<file path="config.mk">
export PLATFORM = sky130hd
export DESIGN_NAME = nibble_serial_adder_flat
export DESIGN_NICKNAME = d
export VERILOG_FILES = /design/src/rtl/approx_pkg.sv /design/src/rtl/nibble_serial_adder_if.sv /design/src/rtl/four_bit_vedic_adder.sv /design/src/rtl/nibble_serial_adder.sv /design/src/flat_wrapper.sv
export SDC_FILE = /design/constraint.sdc
export NUM_CORES = 1
export LEC_CHECK = 0
export CORE_MARGIN = 5
export CORE_UTILIZATION = 29
export CTS_BUF_LIST = sky130_fd_sc_hd__clkbuf_16
export DETAILED_ROUTE_END_ITERATION = 10
export SYNTH_ARGS = -nofsm -noshare
export SYNTH_HDL_FRONTEND = slang
export SYNTH_HIERARCHICAL = 1
export SYNTH_SLANG_ARGS = --single-unit
</file>
<file path="constraint.sdc">
create_clock -name clk -period 2.5 [get_ports clk]
set_input_delay 0.25 -clock clk [delete_from_list [all_inputs] [get_ports clk]]
set_output_delay 0.25 -clock clk [all_outputs]
set_load 0.02 [all_outputs]
</file>
<file path="src/rtl/approx_pkg.sv">
// Shared constants for the approximate-computing datapath: nibble size and
// the serial adder state encoding.
package approx_pkg;

  localparam int NIBBLE = 4;

  typedef enum logic [1:0] {
    IDLE = 2'd0,
    RUN  = 2'd1,
    DONE = 2'd2
  } state_e;

endpackage

</file>
<file path="src/rtl/nibble_serial_adder_if.sv">
// Operand/result handshake bundle for nibble_serial_adder.
// The master drives operands and out_ready; the slave returns the result.
interface nibble_serial_adder_if #(
  parameter int WIDTH = 16
);

  logic             in_valid;
  logic             in_ready;
  logic [WIDTH-1:0] a;
  logic [WIDTH-1:0] b;
  logic             cin;
  logic             out_valid;
  logic             out_ready;
  logic [WIDTH-1:0] sum;
  logic             cout;

  modport master (
    output in_valid, a, b, cin, out_ready,
    input  in_ready, out_valid, sum, cout
  );

  modport slave (
    input  in_valid, a, b, cin, out_ready,
    output in_ready, out_valid, sum, cout
  );

endinterface

</file>
<file path="src/rtl/four_bit_vedic_adder.sv">
// Exact 4-bit adder stage: {cout, sum} = a + b + cin, purely combinational.
// Shared by the serial datapath; approximate variants keep the same ports.
module four_bit_vedic_adder (
  input  logic [3:0] a,
  input  logic [3:0] b,
  input  logic       cin,
  output logic [3:0] sum,
  output logic       cout
);

  logic [4:0] c;

  always_comb begin
    c    = '0;
    sum  = '0;
    c[0] = cin;
    for (int i = 0; i < 4; i++) begin
      sum[i]   = a[i] ^ b[i] ^ c[i];
      c[i + 1] = (a[i] & b[i]) | (c[i] & (a[i] ^ b[i]));
    end
    cout = c[4];
  end

endmodule

</file>
<file path="src/rtl/nibble_serial_adder.sv">
// WIDTH-bit adder built from one 4-bit stage reused over N = WIDTH/4 cycles;
// result valid N cycles after accept, held in DONE until out_ready.
module nibble_serial_adder
  import approx_pkg::*;
#(
  parameter int WIDTH = 16
) (
  input  logic                 clk,
  input  logic                 rst_n,
  nibble_serial_adder_if.slave bus
);

  localparam int N  = WIDTH / NIBBLE;
  localparam int CW = $clog2(N) + 1;
  localparam logic [CW-1:0] LAST = CW'(N - 1);

  state_e           state_q, state_d;
  logic [WIDTH-1:0] a_sh_q, a_sh_d;
  logic [WIDTH-1:0] b_sh_q, b_sh_d;
  logic [WIDTH-1:0] sum_sh_q, sum_sh_d;
  logic             carry_q, carry_d;
  logic [CW-1:0]    cnt_q, cnt_d;
  logic             in_ready_q, in_ready_d;
  logic             out_valid_q, out_valid_d;

  logic [NIBBLE-1:0] nib_sum;
  logic              nib_cout;
  logic [WIDTH-1:0]  sum_shift;

  four_bit_vedic_adder u_add (
    .a    (a_sh_q[NIBBLE-1:0]),
    .b    (b_sh_q[NIBBLE-1:0]),
    .cin  (carry_q),
    .sum  (nib_sum),
    .cout (nib_cout)
  );

  // New nibble enters at the top so nibble 0 lands in sum[3:0] after N shifts.
  generate
    if (N == 1) begin : g_single
      assign sum_shift = nib_sum;
    end else begin : g_multi
      assign sum_shift = {nib_sum, sum_sh_q[WIDTH-1:NIBBLE]};
    end
  endgenerate

  always_comb begin
    state_d  = state_q;
    a_sh_d   = a_sh_q;
    b_sh_d   = b_sh_q;
    sum_sh_d = sum_sh_q;
    carry_d  = carry_q;
    cnt_d    = cnt_q;
    case (state_q)
      IDLE: begin
        if (bus.in_valid) begin
          a_sh_d  = bus.a;
          b_sh_d  = bus.b;
          carry_d = bus.cin;
          cnt_d   = '0;
          state_d = RUN;
        end
      end
      RUN: begin
        a_sh_d   = a_sh_q >> NIBBLE;
        b_sh_d   = b_sh_q >> NIBBLE;
        sum_sh_d = sum_shift;
        carry_d  = nib_cout;
        cnt_d    = cnt_q + CW'(1);
        if (cnt_q == LAST) state_d = DONE;
      end
      DONE: begin
        if (bus.out_ready) state_d = IDLE;
      end
      default: state_d = IDLE;
    endcase
    in_ready_d  = (state_d == IDLE);
    out_valid_d = (state_d == DONE);
  end

  always_ff @(posedge clk) begin
    if (!rst_n) begin
      state_q     <= IDLE;
      a_sh_q      <= '0;
      b_sh_q      <= '0;
      sum_sh_q    <= '0;
      carry_q     <= 1'b0;
      cnt_q       <= '0;
      in_ready_q  <= 1'b1;
      out_valid_q <= 1'b0;
    end else begin
      state_q     <= state_d;
      a_sh_q      <= a_sh_d;
      b_sh_q      <= b_sh_d;
      sum_sh_q    <= sum_sh_d;
      carry_q     <= carry_d;
      cnt_q       <= cnt_d;
      in_ready_q  <= in_ready_d;
      out_valid_q <= out_valid_d;
    end
  end

  assign bus.in_ready  = in_ready_q;
  assign bus.out_valid = out_valid_q;
  assign bus.sum       = sum_sh_q;
  assign bus.cout      = carry_q;

endmodule
</file>
<file path="src/flat_wrapper.sv">
// flat-port wrapper written by rule: the top's interface ports become plain ports
module nibble_serial_adder_flat import approx_pkg::*;
#(
  parameter int WIDTH = 16
)
  (clk, rst_n, bus_in_valid, bus_a, bus_b, bus_cin, bus_out_ready, bus_in_ready, bus_out_valid, bus_sum, bus_cout);
  nibble_serial_adder_if #(.WIDTH(WIDTH)) bus_i ();
  input  logic clk;
  input  logic rst_n;
  input wire logic [$bits(bus_i.in_valid)-1:0] bus_in_valid;
  input wire logic [$bits(bus_i.a)-1:0] bus_a;
  input wire logic [$bits(bus_i.b)-1:0] bus_b;
  input wire logic [$bits(bus_i.cin)-1:0] bus_cin;
  input wire logic [$bits(bus_i.out_ready)-1:0] bus_out_ready;
  output wire logic [$bits(bus_i.in_ready)-1:0] bus_in_ready;
  output wire logic [$bits(bus_i.out_valid)-1:0] bus_out_valid;
  output wire logic [$bits(bus_i.sum)-1:0] bus_sum;
  output wire logic [$bits(bus_i.cout)-1:0] bus_cout;
  assign bus_i.in_valid = bus_in_valid;
  assign bus_i.a = bus_a;
  assign bus_i.b = bus_b;
  assign bus_i.cin = bus_cin;
  assign bus_i.out_ready = bus_out_ready;
  assign bus_in_ready = bus_i.in_ready;
  assign bus_out_valid = bus_i.out_valid;
  assign bus_sum = bus_i.sum;
  assign bus_cout = bus_i.cout;
  nibble_serial_adder #(.WIDTH(WIDTH)) u_core (.clk(clk), .rst_n(rst_n), .bus(bus_i));
endmodule
</file>
==> results.txt, run 1 <==
The top achievable clock speed came out at 466 MHz. The total buffers and inverters traversed by the critical path was 4; the leakage dissipation was 1.15 nW. Across all layers, the routed design uses 1690 vias. TritonCTS built the clock tree. The first global-routing pass estimated 7.96 mm of wire. Maximum number of pins on one net before global-route repair: 35. Across the VDD grid, the largest voltage drop is 0.302 mV. For this configuration, the core starts out at a cell density of 29.6%. The critical path is of the flip-flop to flip-flop type. Setup violations remaining at the end of the flow were counted as 0. The kind of cell adding the most delay to the critical path is adder cells. dfxtp_1 takes more of the synthesized area than any other cell. At the pin with the least slew margin, the transition time is 601 ps. After synthesis, the share of flip-flops with an asynchronous set or reset is 0%. For this design, the sink count on the clock tree is 56. The tools report the antenna diode instance count as 0. The most used standard cell by instance count after synthesis was dfxtp_1. Classification of the worst-slack hold path: flip-flop to flip-flop. Global routing used 9.87% of the available tracks.

In this run the count of I/O pins placed on the die edge is 56. The multi-input combinational cells in the finished layout cover a total of 1140 um^2. On the critical path, the stage with the largest delay is an instance of fa_1. Sum of negative setup slack: 0 ps. The run finished with clean final reports. The clock passes through at most 2 buffers.

The number of rows created at floorplan was 33. After the last flow step, the layout net total stands at 311. The floorplan step defined a die boundary enclosing 10300 um^2. Ranked by instance count, the synthesized netlist is headed by dfxtp_1, nand2_1, mux2i_1. The number of failing hold endpoints at the final stage came out at 0.

For this run, the leading register cell type out of synthesis is dfxtp_1. In this run the cell area of the synthesized design comes to 2420 um^2. The die is 101 um tall. Ranked by total cell area, the synthesized netlist is headed by dfxtp_1, o2bb2ai_2, mux2i_1. Counting the buffers created by CTS gives 5.

STA puts the critical path data required time at 2720 ps. Average wire length per cell after detail routing: 12.9 um. The number of antenna violations at the first check in global routing was 0; the final period demand of the worst path was 2150 ps. The logs give 60.0% for the tightest slew margin relative to the limit and 0 for the total grt overflow. Setup repair after global routing left no endpoint under its margin.

Once the clock tree was built, the setup fixing pass inserted 0 buffers. The first routing iteration left 60 violations. The tools report the synthesis warning total as 6.

The run gives 1120 um^2 as the storage element area. Post-CTS repair changed the size of 0 cells. For this run, the slowest stage of the critical path takes 410 ps.

Clock latency on the worst-skew pair, taken at its later pin, is 290 ps. The kind of start point of the critical path was a flip-flop. Along the worst path, the maximum fanout reaches 2. Routability-driven placement finished with a final weighted congestion of 0.680. After legalization and detailed placement, the total HPWL measured 3.48 mm.

Timing analysis after detailed placement gives a worst setup slack of 368 ps. Once routing completed, OpenROAD measured the worst setup slack at 354 ps. Synthesis produced a netlist with a net count of 260. The post-synthesis sequential area ratio came out at 46.3%.

The register bit count reported by yosys was 56. The post-route netlist has 13.0% of its cells at a drive strength greater than 1. The count of flip-flops with a built-in enable after synthesis is 0.

Synthesis produced a netlist whose cell count is 217. The ratio of routed vias to standard cells is 4.52, and the max-slew violation count is 0. Clock tree root buffer cell: clkbuf_16. The final clock period utilization by the worst path was 85.8%; the post-synthesis to final-layout area growth was 31.4%. A synthesized cell averages 11.2 um^2. Counting distinct cell types in the post-synthesis netlist gives 26.

After detailed routing, the number of remaining DRC violations is 0. Critical path capture point type: a flip-flop. The run gives 1635 as the via count of the first global-routing pass. The max capacitance violation total is 0.

Area share of the leading cell type in the synthesized netlist: 46.3%. Count of hold-fix buffers inserted at cts: 0. The number of H-tree levels came out at 2.

For the data arrival at the endpoint of the critical path, the log shows 2370 ps. Power spread over the standard cell area amounts to 610 nW/um^2. The die span in x was 101 um; the post-detailed-route count of antenna-violating nets was 0.

The tools report the core area as 8180 um^2. Buffers placed on the I/O ports in this run total 55. CTS clock-pin slew for the worst setup and hold paths: 70 ps. The clock arrives with 4.38 ps of skew.

After filler insertion, the fill cell instance count of the layout stands at 809. The first TritonRoute pass finished after 4 iterations. For this block, the routed nets add up to 4.84 mm of wire. Traced cell by cell, the critical path runs through fa_1 > inv_1 > fa_1 > inv_1 > fa_1 > inv_1 > fa_1 > inv_1 > nand2_1 > a21boi_1.
-- area by class of cell --
cell class                      count  share of cell area (%)
Multi-Input combinational cell    134                    36.0
Sequential cell                    56                    35.2
Timing Repair Buffer               60                    18.9
Tap cell                          105                    4.13
Clock buffer                        5                    3.93
Inverter                           11                    1.30
Clock inverter                      3                   0.589
-- layout by cell type, fill, tap and decap left out, drive strengths merged --
cell type	instances
dfxtp	56
clkdlybuf4s50	55
nand2	34
mux2i	26
o2bb2ai	25
a21boi	16
inv	11
a22o	8
clkbuf	5
buf	5
nand2b	4
fa	4
nor2b	3
nor2	3
clkinvlp	2
a21oi	2
ha	2
clkinv	1
o21bai	1
and2	1
or2	1
a32o	1
nor3b	1
o22ai	1
o21ai	1
-- cell families after synthesis --
kind of cell,share of synthesized area (%)
simple gates,8.47
mux,10.7
compound gates,23.6
buf+inv,6.56
flops,46.3
fa+ha+maj,4.34
-- worst paths after layout --
kind	startpoint	to	slack (ps)	cells after the start
hold reg to reg	u_core/bus.sum[0]$_SDFFE_PN0P_	u_core/bus.sum[0]$_SDFFE_PN0P_	450	2
setup reg to reg	u_core/a_sh_q[0]$_SDFFE_PN0P_	u_core/bus.sum[15]$_SDFFE_PN0P_	350	10
setup / recovery	u_core/a_sh_q[0]$_SDFFE_PN0P_	u_core/bus.sum[15]$_SDFFE_PN0P_	350	10
hold / removal	u_core/bus.sum[0]$_SDFFE_PN0P_	u_core/bus.sum[0]$_SDFFE_PN0P_	450	2
-- worst register-to-register path, cell delays in order, from the launching register on --
cell and delay [ps]:
dfxtp_1 340, fa_1 410, inv_1 70, fa_1 160
inv_1 50, fa_1 350, inv_1 80, fa_1 400
inv_1 60, nand2_1 40, a21boi_1 110
-- where the power goes --
part | leakage, nW | switching [mW] | internal (mW)
sequential | 0.458 | 0.0419 | 0.943
combinational | 0.630 | 0.128 | 0.148
clock | 0.0635 | 0.312 | 0.368
total | 1.15 | 0.483 | 1.46
-- state kept, by name, indices dropped and copies added (netlist names) --
register	count
u_core/bus.cout	1
u_core/bus.out_valid	1
u_core/cnt_q	3
u_core/b_sh_q	16
u_core/a_sh_q	16
u_core/bus.sum	16
u_core/state_q	2
u_core/bus.in_ready	1
-- through the flow --
stage / instances / instance area (um^2) / hold slack [ps] / utilization (%) / power (mW)
after CTS: 374 / 3180 / 460 / 39.0 / 1.98
after floorplan: 217 / 2420 / 375 / - / 1.18
after global placement: 366 / 3040 / 441 / 37.2 / 1.29
final: 374 / 3180 / 454 / 39.0 / 1.94
after global routing: 374 / 3180 / 478 / 39.0 / 2.04
after detailed placement: 366 / 3040 / 449 / 37.2 / 1.29
-- metal layers --
metal | GRT usage [%] | part of all wire (%) | vias up
li1 | - | - | 857
met1 | 12.7 | 46 | 788
met2 | 15.8 | 48 | 43
met3 | 2.89 | 5.1 | 2
met4 | 3.37 | 0.52 | 0
met5 | 0 | 0 | -
Note: power is estimated with default switching activity, not from simulation.
==> run 2: changes to the inputs <==
- ABC_CLOCK_PERIOD_IN_PS: default -> 2500
==> results of run 2 <==
Same layout as run 1: the final DEF is identical, and so are final timing and power.
==> run 3: changes to the inputs <==
- CORE_ASPECT_RATIO: default -> 0.75
- CTS_CLUSTER_SIZE: default -> 20
==> results.txt, run 3 (synthesis gave the netlist of run 1 again) <==
The flow ran to the end, and the final reports show no timing, DRC or antenna violations. The final clock period utilization by the worst path was 87.5% (+1.6 points). The full die area is 10300 um^2 (+0.19%). The post-cts gate resize count is 0 (unchanged). Max-slew violation count: 0 (unchanged).

The tools report the via count of the first global-routing pass as 1721 (+5.3%). The tools report the number of rows created at floorplan as 28 (-15%). For the minimum setup slack among reg-to-reg paths, the log shows 310 ps (-40 ps). The largest stage delay on the critical path is 420 ps (about the same), and the clock insertion delay at the later pin of the skew report is 290 ps (about the same). For the number of buffers inserted to repair setup after CTS, the log shows 0 (unchanged).

The maximum clock insertion buffer count was 2 (unchanged); the antenna diode instance count was 0 (unchanged). The run gives 38.9% (+3.9 points) as the clock power share. The signal on the critical path passes through fa_1 > inv_1 > fa_1 > inv_1 > fa_1 > inv_1 > fa_1 > inv_1 > nand2_1 > a21boi_1.

The CTS clock-pin slew for the worst setup and hold paths was 80 ps (about the same). The library cells used most frequently in the layout, excluding fill and tap cells, are clkdlybuf4s50_1, dfxtp_1, nand2_1. The run gives 2.07 mW (+6.8%) as the overall power.

Die extent in y: 89.2 um (-12%). In this run the critical register-to-register path is launched from u_core/a_sh_q[0]$_SDFFE_PN0P_. Startpoint of the most critical hold path: u_core/bus.sum[3]$_SDFFE_PN0P_. The path with the worst hold slack has its endpoint at u_core/bus.sum[3]$_SDFFE_PN0P_.

The logs give 0.505 mW (+4.7%) for the net switching power figure and 787 (-2.7%) for the layout filler cell count. The run gives 0 (unchanged) as the max capacitance violation total. The total power per unit cell area is 644 nW/um^2 (+5.6%). Aggregate routed wire length: 5.25 mm (+8.6%). The final cell count without fillers was 375 (+0.27%). The count of TritonRoute iterations in the first routing pass is 4 (unchanged). The critical register-to-register path endpoint is u_core/bus.sum[15]$_SDFFE_PN0P_.

The cell sitting at the root of the clock tree is a clkbuf_16. For the TritonCTS buffer count, the log shows 5 (unchanged). The tools report the total instance count after detailed placement as 367 (+0.27%).

The tightest slew margin relative to the limit is 58.5% (-1.5 points), and the number of H-tree levels is 2 (unchanged). The kind of cell adding the most delay to the critical path is adder cells. The fraction of final layout cells sized beyond drive strength 1 is 13.7% (+0.69 points). The post-synthesis to final-layout area growth is 32.9%, and the number of I/O pins is 56 (unchanged). The core area is 8020 um^2 (-1.9%), and the average wire length per cell after detail routing is 14.0 um (+8.3%). The sum of negative setup slack was 0 ps (unchanged); the slew at the pin closest to its max-slew limit was 623 ps (+22.1 ps). The classification of the worst-slack hold path is flip-flop to flip-flop. The internal power consumption is 1.57 mW (+7.5%).

The total buffers and inverters traversed by the critical path came out at 4 (unchanged). Half-perimeter wire length of the detailed placement result: 3.65 mm (+4.8%). The switching power as a share of total power works out to 24.4% (-0.50 points). The count of hold-fix buffers inserted at cts came out at 0 (unchanged). Path depth of the worst reg2reg path: 10 (unchanged).

The run gives 1.18 nW (+2.2%) as the leakage dissipation. The sequential share of power was 47.3% (-3.4 points). The worst setup path is captured at a flip-flop.

Number of nets in the finished design: 312 (+0.32%). The DRC violations left was 0 (unchanged). TritonCTS built the clock tree. The run gives 0.704 (+3.5%) as the weighted congestion at the end of routability-driven global placement. The number of antenna violations at the first check in global routing came out at 0 (unchanged). The run gives 0 (unchanged) as the total grt overflow.

The final period demand of the worst path is 2190 ps (+40.9 ps), and the maximum fanout along the worst path is 2 (unchanged). The cell with the largest stage delay on the worst path is fa_1. For the final number of setup-violating endpoints, the log shows 0 (unchanged). The global-route wire length before repair is 8.60 mm (+8.0%). Start-to-end type of the worst setup path: flip-flop to flip-flop. Setup repair after global routing left no endpoint under its margin. Number of cells traversed by the worst hold path: 2 (unchanged). The starting density of the core came out at 30.2% (+0.56 points). The number of buffers added on ports was 55 (unchanged); the data arrival at the endpoint of the critical path was 2410 ps (+40 ps). The logs give 53 (-12%) for the starting DRC count in detailed routing and 1666 (-1.4%) for the total via count after detailed routing. The logs give 13.8% (-0.4 points) for the share of power burned in combinational logic and 0 (unchanged) for the post-detailed-route count of antenna-violating nets. The run gives 2720 ps (about the same) as the required time of the worst setup path. The peak supply drop was 0.328 mV (+8.4%). The global-route total usage across every layer was 10.7% (+0.80 points); the die span in x was 116 um (+14%).

The number of sinks handled by clock tree synthesis is 56 (unchanged), and the top achievable clock speed is 457 MHz (-1.9%). The ratio of routed vias to standard cells works out to 4.44 (-1.7%). The maximum number of pins on one net before global-route repair came out at 26 (-26%). The run gives 0 (unchanged) as the number of failing hold endpoints at the final stage. Kind of start point of the critical path: a flip-flop. The worst setup skew after layout is 7.76 ps (+3.39 ps).
[run 3: worst max-delay path by stage]
stage | depth (start not counted) | from | to | slack (ps)
after global routing | 10 | u_core/a_sh_q[0]$_SDFFE_PN0P_ | u_core/bus.sum[15]$_SDFFE_PN0P_ | 200
after global placement | 10 | u_core/a_sh_q[0]$_SDFFE_PN0P_ | u_core/bus.sum[15]$_SDFFE_PN0P_ | 400
after detailed placement | 10 | u_core/a_sh_q[0]$_SDFFE_PN0P_ | u_core/bus.sum[15]$_SDFFE_PN0P_ | 360
after CTS | 10 | u_core/a_sh_q[0]$_SDFFE_PN0P_ | u_core/bus.sum[15]$_SDFFE_PN0P_ | 310
final | 10 | u_core/a_sh_q[0]$_SDFFE_PN0P_ | u_core/bus.sum[15]$_SDFFE_PN0P_ | 310
after floorplan | 10 | u_core/bus.cout$_SDFFE_PN0P_ | u_core/bus.sum[15]$_SDFFE_PN0P_ | 430
[run 3: worst reg2reg max path: stages, from the launching register on]
cell and delay (ps):
dfxtp_1 340, fa_1 420, inv_1 80, fa_1 180, inv_1 60, fa_1 360
inv_1 70, fa_1 400, inv_1 70, nand2_1 50, a21boi_1 110
[run 3: metrics by stage]
stage	utilization [%]	setup slack [ps]	hold slack [ps]	instance area, um^2
2_1_floorplan	-	428	375	2420
3_3_place_gp	38.0	404	444	3050
3_5_place_dp	38.0	364	448	3050
4_1_cts	40.1	312	459	3220
5_1_grt	40.1	201	482	3220
6_report	40.1	313	454	3220
[run 3: final cells by class]
type / count / area [um^2] / area share (%)
multi-input cells: 134 / 1140 / 35.5
flip-flops and latches: 56 / 1120 / 34.8
repair buffers: 61 / 608 / 18.9
well taps: 105 / 131 / 4.08
clock buffers: 5 / 125 / 3.89
clock inverters: 3 / 47.5 / 1.48
inverters: 11 / 41.3 / 1.28
[run 3: routing by layer]
metal / up-vias / track usage, % / wire [um]
li1: 861 / - / -
met1: 772 / 14.8 / 2650
met2: 29 / 16.1 / 2260
met3: 4 / 3.18 / 302
met4: 0 / 3.20 / 36
met5: - / 0 / 0
[run 3: power groups by stage]
| stage | sequential, mW | clock (mW) | combinational (mW) |
|---|---|---|---|
| floorplan | 1.00 | 0 | 0.177 |
| detailed placement | 1.00 | 0 | 0.290 |
| finish | 0.981 | 0.807 | 0.286 |
| CTS | 0.982 | 0.836 | 0.293 |
| global placement | 1.00 | 0 | 0.289 |
| global route | 0.989 | 0.873 | 0.314 |
